[src/rtl/otter_pkg.sv]
// Shared definitions for the Otter fetch/decode datapath: data width,
// the canonical NOP encoding, and the {PC, IR} entry carried by the fetch queue.
package otter_pkg;

    localparam int XLEN = 32;

    // addi x0, x0, 0
    localparam logic [XLEN-1:0] NOP_INSTR = 32'h0000_0013;

    typedef struct packed {
        logic [XLEN-1:0] pc;
        logic [XLEN-1:0] ir;
    } fq_entry_t;

endpackage : otter_pkg

[src/rtl/otter_fetch_queue.sv]
// Fetch queue between instruction memory and decode. Holds {PC, IR} pairs so
// fetch can run ahead while decode stalls; FLUSH drops every queued entry
// (and any same-cycle enqueue) so wrong-path instructions never reach decode.
// IMEM_READY and ID_VALID are flops derived from next-state occupancy, so
// neither has a combinational path from the handshake inputs.
module otter_fetch_queue
    import otter_pkg::*;
#(
    parameter int DEPTH = 2,
    parameter int XLEN  = 32
) (
    input  logic                     CLK,
    input  logic                     RST_N,
    input  logic                     FLUSH,
    input  logic                     IMEM_VALID,
    input  logic [XLEN-1:0]          IMEM_PC,
    input  logic [XLEN-1:0]          IMEM_IR,
    output logic                     IMEM_READY,
    output logic                     ID_VALID,
    output logic [XLEN-1:0]          ID_PC,
    output logic [XLEN-1:0]          ID_IR,
    input  logic                     ID_READY,
    output logic [$clog2(DEPTH):0]   COUNT
);

    localparam int PW = $clog2(DEPTH);
    localparam int CW = PW + 1;

    fq_entry_t         mem_q [DEPTH];
    logic [PW-1:0]     wr_ptr_q, wr_ptr_d;
    logic [PW-1:0]     rd_ptr_q, rd_ptr_d;
    logic [CW-1:0]     count_q,  count_d;
    logic              ready_q,  ready_d;
    logic              valid_q,  valid_d;
    logic              enq_s;
    logic              deq_s;

    assign enq_s = IMEM_VALID & ready_q;
    assign deq_s = valid_q & ID_READY;

    // Next-state pointers, occupancy and the registered handshake flags.
    always_comb begin
        wr_ptr_d = wr_ptr_q;
        rd_ptr_d = rd_ptr_q;
        count_d  = count_q;
        if (FLUSH) begin
            wr_ptr_d = {PW{1'b0}};
            rd_ptr_d = {PW{1'b0}};
            count_d  = {CW{1'b0}};
        end else begin
            if (enq_s) begin
                wr_ptr_d = wr_ptr_q + PW'(1);
            end else begin
                wr_ptr_d = wr_ptr_q;
            end
            if (deq_s) begin
                rd_ptr_d = rd_ptr_q + PW'(1);
            end else begin
                rd_ptr_d = rd_ptr_q;
            end
            case ({enq_s, deq_s})
                2'b10:   count_d = count_q + CW'(1);
                2'b01:   count_d = count_q - CW'(1);
                default: count_d = count_q;
            endcase
        end
        ready_d = (count_d != CW'(DEPTH));
        valid_d = (count_d != CW'(0));
    end

    // Pointer, occupancy and handshake-flag state with asynchronous reset.
    always_ff @(posedge CLK or negedge RST_N) begin
        if (!RST_N) begin
            wr_ptr_q <= {PW{1'b0}};
            rd_ptr_q <= {PW{1'b0}};
            count_q  <= {CW{1'b0}};
            ready_q  <= 1'b1;
            valid_q  <= 1'b0;
        end else begin
            wr_ptr_q <= wr_ptr_d;
            rd_ptr_q <= rd_ptr_d;
            count_q  <= count_d;
            ready_q  <= ready_d;
            valid_q  <= valid_d;
        end
    end

    // Entry storage; contents are don't-care after reset so no reset here.
    always_ff @(posedge CLK) begin
        if (enq_s && !FLUSH) begin
            mem_q[wr_ptr_q] <= '{pc: IMEM_PC, ir: IMEM_IR};
        end
    end

    // Head-of-queue mux; an empty queue presents PC 0 and a NOP to decode.
    always_comb begin
        if (valid_q) begin
            ID_PC = mem_q[rd_ptr_q].pc;
            ID_IR = mem_q[rd_ptr_q].ir;
        end else begin
            ID_PC = {XLEN{1'b0}};
            ID_IR = NOP_INSTR;
        end
    end

    assign IMEM_READY = ready_q;
    assign ID_VALID   = valid_q;
    assign COUNT      = count_q;

endmodule : otter_fetch_queue

[config.mk]
export PLATFORM = sky130hd
export DESIGN_NAME = otter_fetch_queue
export DESIGN_NICKNAME = d
export VERILOG_FILES = /design/src/rtl/otter_pkg.sv /design/src/rtl/otter_fetch_queue.sv
export SDC_FILE = /design/constraint.sdc
export NUM_CORES = 1
export LEC_CHECK = 0
export BUFFER_PORTS_ARGS = -buffer_cell sky130_fd_sc_hd__buf_2
export CAP_MARGIN = 0
export CORE_MARGIN = 1.5
export CORE_UTILIZATION = 40
export CTS_CLUSTER_SIZE = 20
export DETAILED_ROUTE_END_ITERATION = 12
export PLACE_DENSITY_LB_ADDON = 0.3
export SYNTH_ARGS = -nofsm -noshare
export SYNTH_HDL_FRONTEND = slang
export SYNTH_SLANG_ARGS = --single-unit
[constraint.sdc]
create_clock -name CLK -period 11.9 [get_ports CLK]
set_input_delay 0.595 -clock CLK [delete_from_list [all_inputs] [get_ports CLK]]
set_output_delay 0.595 -clock CLK [all_outputs]
set_load 0.02 [all_outputs]
# [Word level (Yosys, flattened, before mapping)]
# Memory sizes are Yosys's and may differ from the RTL's.
# Cells that the tools add are included.
[word_totals] reg_bits=6 ramBits=128 output_inout_bits=68 wordCells=30 memories=1
[memory_table] memory="mem_q" words=2 word_bits=64 read_ports=1 rd_clocked_by_memory_dff=0 write_ports=1 line="otter_fetch_queue.sv:29" text="fq_entry_t mem_q [DEPTH];"
[op_classes] addsub=4 n_eq_ne=3 n_mux=10 bitwise_logic=2 reduce_logical=5
[ops] op="32-bit two-way mux" n=2
[ops] op="1-bit two-way mux" n=6
[ops] op="2-bit nonzero test" n=3
[ops] op="2-bit one-hot mux with 2 select lines" n=1
[ops] op="1-bit adder (second input constant)" n=2
[ops] op="2-bit by 1-bit adder with 2-bit output (second input constant)" n=1
[ops] op="1-bit AND" n=2
[ops] op="2-bit by 1-bit == test with 1-bit output (second input constant)" n=1
[ops] op="2-bit == test (second input constant)" n=1
[ops] op="2-bit two-way mux" n=1
[ops] op="2-bit != test (second input constant)" n=1
[ops] op="2-bit by 1-bit subtractor with 2-bit output (second input constant)" n=1
[ops] op="1-bit logical AND" n=1
[ops] op="1-bit logical NOT" n=1

# [Longest topological paths before layout]
[depth] depth_word=5 ltp_mapped=6

# [Worst setup path before layout]
# No wires, ideal clock.
[synth_timing] kind="flip-flop to flip-flop" start="register ready_q, in the netlist IMEM_READY" end="memory mem_q[1][0] in the netlist's numbering, enable pin" setup_time_ps=578 t_arrival_ps=5421 required_ps=11322 slack_ps=5901 path_stages_with_launch=3 cell_sequence="dfstp_2 > nand2_1 > nor3b_1"
[synth_between] elab_chain_len=4
[synth_lines] item="start: declaration" line="otter_fetch_queue.sv:33" text="logic ready_q, ready_d;"
[synth_lines] item="start signal: assignment" line="otter_fetch_queue.sv:83" text="ready_q <= ready_d;"
[synth_lines] item="1-bit AND" line="otter_fetch_queue.sv:38" text="assign enq_s = IMEM_VALID & ready_q;"
[synth_lines] item="1-bit logical AND" line="otter_fetch_queue.sv:90" text="if (enq_s && !FLUSH) begin"
[synth_lines] item="1-bit two-way mux" line="otter_fetch_queue.sv:90"
[synth_lines] item="1-bit two-way mux (not written as such)" line="otter_fetch_queue.sv:91" text="mem_q[wr_ptr_q] <= '{pc: IMEM_PC, ir: IMEM_IR};"
[synth_lines] item="end: declaration" line="otter_fetch_queue.sv:29"
# No other way between the ends.

# [Worst setup path in the final report]
[layout_timing] start="register rd_ptr_q" end="output port ID_IR[31]"
[layout_between] elab_chain_len=2
[layout_lines] item="start: declaration" line="otter_fetch_queue.sv:31" text="logic [PW-1:0] rd_ptr_q, rd_ptr_d;"
[layout_lines] item="start signal: assignment" line="otter_fetch_queue.sv:75" text="rd_ptr_q <= {PW{1'b0}};"
[layout_lines] item="start signal: assignment" line="otter_fetch_queue.sv:81" text="rd_ptr_q <= rd_ptr_d;"
[layout_lines] item="memory 2 x 64 bit"
[layout_lines] item="32-bit two-way mux" line="otter_fetch_queue.sv:97" text="if (valid_q) begin"
[layout_lines] item="end: declaration" line="otter_fetch_queue.sv:21" text="output logic [XLEN-1:0] ID_IR,"
# No other way between the ends.

==> reports/metrics.cfg <==
[timing]
grt_setup_unrepaired=false
min_period_ns=2.83
timing.final.crit_share_pct=23.8
hold_viol=0
finalClockSkew_ns=0.00485
slew_viol_final=0
setup_slack_ns=9.07
fin_tns_setup_ns=0
max_slew_margin_pct=21.0
fmax_mhz=353
tightest_slew_ns=1.18
final-setup-viol-count=0

[worst_hold_path]
hp-start=IMEM_IR[4]
hold_path_class=in -> reg

[synthesis]
ys_ff_latch=134
async_flop_share_pct=4.48
avgSynthCellArea_sq_um=17.7
post-synth-top-count-cell=edfxtp_1
synth_edf_count=128
synth_top_area_cell=edfxtp_1
synthCells=299
yosys.area.top_type_share_pct=72.8
synth_area_leaders=edfxtp_1 (73%), mux2i_1 (12%), nor2b_1 (7.6%), dfrtp_1 (2.4%), buf_6 (1.3%)
synth_cell_type_count=24
yosys_warnings=0
synth_area_sq_um=5280
synth_top_family_by_area=multiplexers
synth_xor_area_share_pct=0.664
synthSimpleGateAreaFrac_pct=8.70
synthMuxAreaShare_pct=12.1
yosysSeqAreaShare_pct=75.7
synth_nets=369
yosys-top-cells-count=edfxtp_1 (128), mux2i_1 (64), nor2b_1 (64)
ys.flop_type=edfxtp_1
yosys.area_share.adder_pct=0.237
synth_compound_area_share_pct=0.474

[power_and_ir_drop]
power_density_nw_per_um2=180
ir_drop_mv=0.0905
p_leak_uw=0.00248

[final_layout]
stdcell_area_sq_um=6640
drive_above_1_share_pct=38.1
nNetsFinal=514
area.growth.synth_to_final_pct=25.8
insertedDiodeCount=0

[job]
maxCapViolCount=0

[grt]
grt_pass1_wl_microns=15100
antenna_found_initial=0
grt.overflow.total=0
track_usage_pct=14.3
grt_pass1_vias=3047
grt_max_degree=67

[die]
initial_core_util_pct=41.3
die_area_sq_um=13900
core_area_sq_um=12800
die-height_microns=118
fp.dieW_microns=118
ios=137
placementRows=41

[worst_setup_path]
worstReg2RegStart=ID_VALID
worstPathArrival_ns=2.24
end_kind=output pin
critPathLaunchType=flop
cp_max_fo=65
worstSetupStartpoint=rd_ptr_q
worstSetupPathType=reg -> out
cp.required_ns=11.31

[cts]
cts_tree=yes
cts_root_buffer=clkbuf_16
clk_latency_ns=0.41
clockBufferDepth=2
cts_setup_buffers=0
cts.sinks=134
htreeDepth=4
cts_made_buffers=17
clk_pin_slew_ns=0.06

[placement]
gp_congestion=0.711
place_area_sq_um=6110
place_ws_ns=9.45
io_buffers=136

[routing]
drc=0
dr.pass1.iters=4
ant_nets=0
wire_per_inst_microns=15.0
via_per_inst=4.63
drtIter0Drc=150
drt_wl_total_microns=9440
vias=2913

[run_status]
outcome=complete, no violations

==> path summary, 6_finish.rpt <==
| path | slack [ns] | cells after the start | to |
|---|---|---|---|
| max in group asynchronous | 11.15 | 2 | IMEM_READY |
| setup reg to reg | 9.71 | 5 | IMEM_READY |
| hold reg to reg | 0.61 | 2 | wr_ptr_q |
| hold / removal | 0.37 | 1 | mem_q[1][4] |
| min in group asynchronous | 0.53 | 2 | COUNT[0] |
| setup / recovery | 9.07 | 3 | ID_IR[31] |
==> cell usage in the layout (no fill, tap or decap), types with 2 or more instances in the layout <==
| cell type | count |
|---|---|
| clkinv_1 | 2 |
| buf_4 | 4 |
| nor2b_1 | 64 |
| buf_2 | 136 |
| xnor2_1 | 3 |
| nor2_1 | 2 |
| mux2i_1 | 64 |
| clkbuf_16 | 17 |
| nand2_1 | 4 |
| clkinv_2 | 5 |
| edfxtp_1 | 128 |
| clkinv_4 | 3 |
| clkinvlp_4 | 4 |
| dfrtp_1 | 3 |
==> registers in the layout, indices dropped and copies added, names as in the netlist <==
name and cells:
mem_q 128, COUNT 2, ID_VALID 1, IMEM_READY 1
rd_ptr_q 1, wr_ptr_q 1
==> where the power goes <==
group	internal, uW	switching [uW]
logic	74.7	92.5
registers	548	33.9
clock network	262	185
==> per-layer routing <==
layer | GRT usage [%] | vias up | share of wire, %
li1 | - | 1394 | -
met1 | 16.5 | 1415 | 42
met2 | 23.8 | 89 | 50
met3 | 5.09 | 15 | 5.4
met4 | 7.09 | 0 | 2.1
met5 | 0 | - | 0
==> worst max-delay path, stage by stage (launching register included) <==
cell and delay (ns):
dfrtp_4 1.20, mux2i_1 0.19, nor2b_1 0.20, buf_2 0.19
==> logic make-up after synthesis <==
| group | after synthesis |
|---|---|
| adders and majority gates | 1 |
| xor gates and xnor gates | 4 |
| DFF | 134 |
| muxes | 64 |
| buffers and inverters | 16 |
| and+or+nand+nor | 76 |
| AOI/OAI and AO/OA | 4 |
==> per-stage QoR <==
| step | utilization [%] | cells | power (uW) | hold WS [ns] |
|---|---|---|---|---|
| global placement | 47.8 | 596 | 759 | 0.423 |
| global route | 52.0 | 629 | 1250 | 0.351 |
| CTS | 52.0 | 629 | 1210 | 0.352 |
| detailed placement | 47.8 | 596 | 763 | 0.426 |
| floorplan | - | 299 | 702 | 0.299 |
| finish | 52.0 | 629 | 1200 | 0.374 |
==> area by class of cell <==
class / instances / area [sq um]
fillers: 1094 / 6130
flip-flops and latches: 134 / 4000
multi-input cells: 149 / 1180
repair buffers: 141 / 721
clock buffers: 18 / 429
well taps: 172 / 215
clock inverters: 14 / 88.8
inverters: 1 / 3.75
==> timing repair <==
item / in CTS / in global routing
endpoints found under the hold margin: 5 / 0
hold buffers: 1 / 0
resized for setup: 0 / 0
Power figures use the tool's default switching activity.
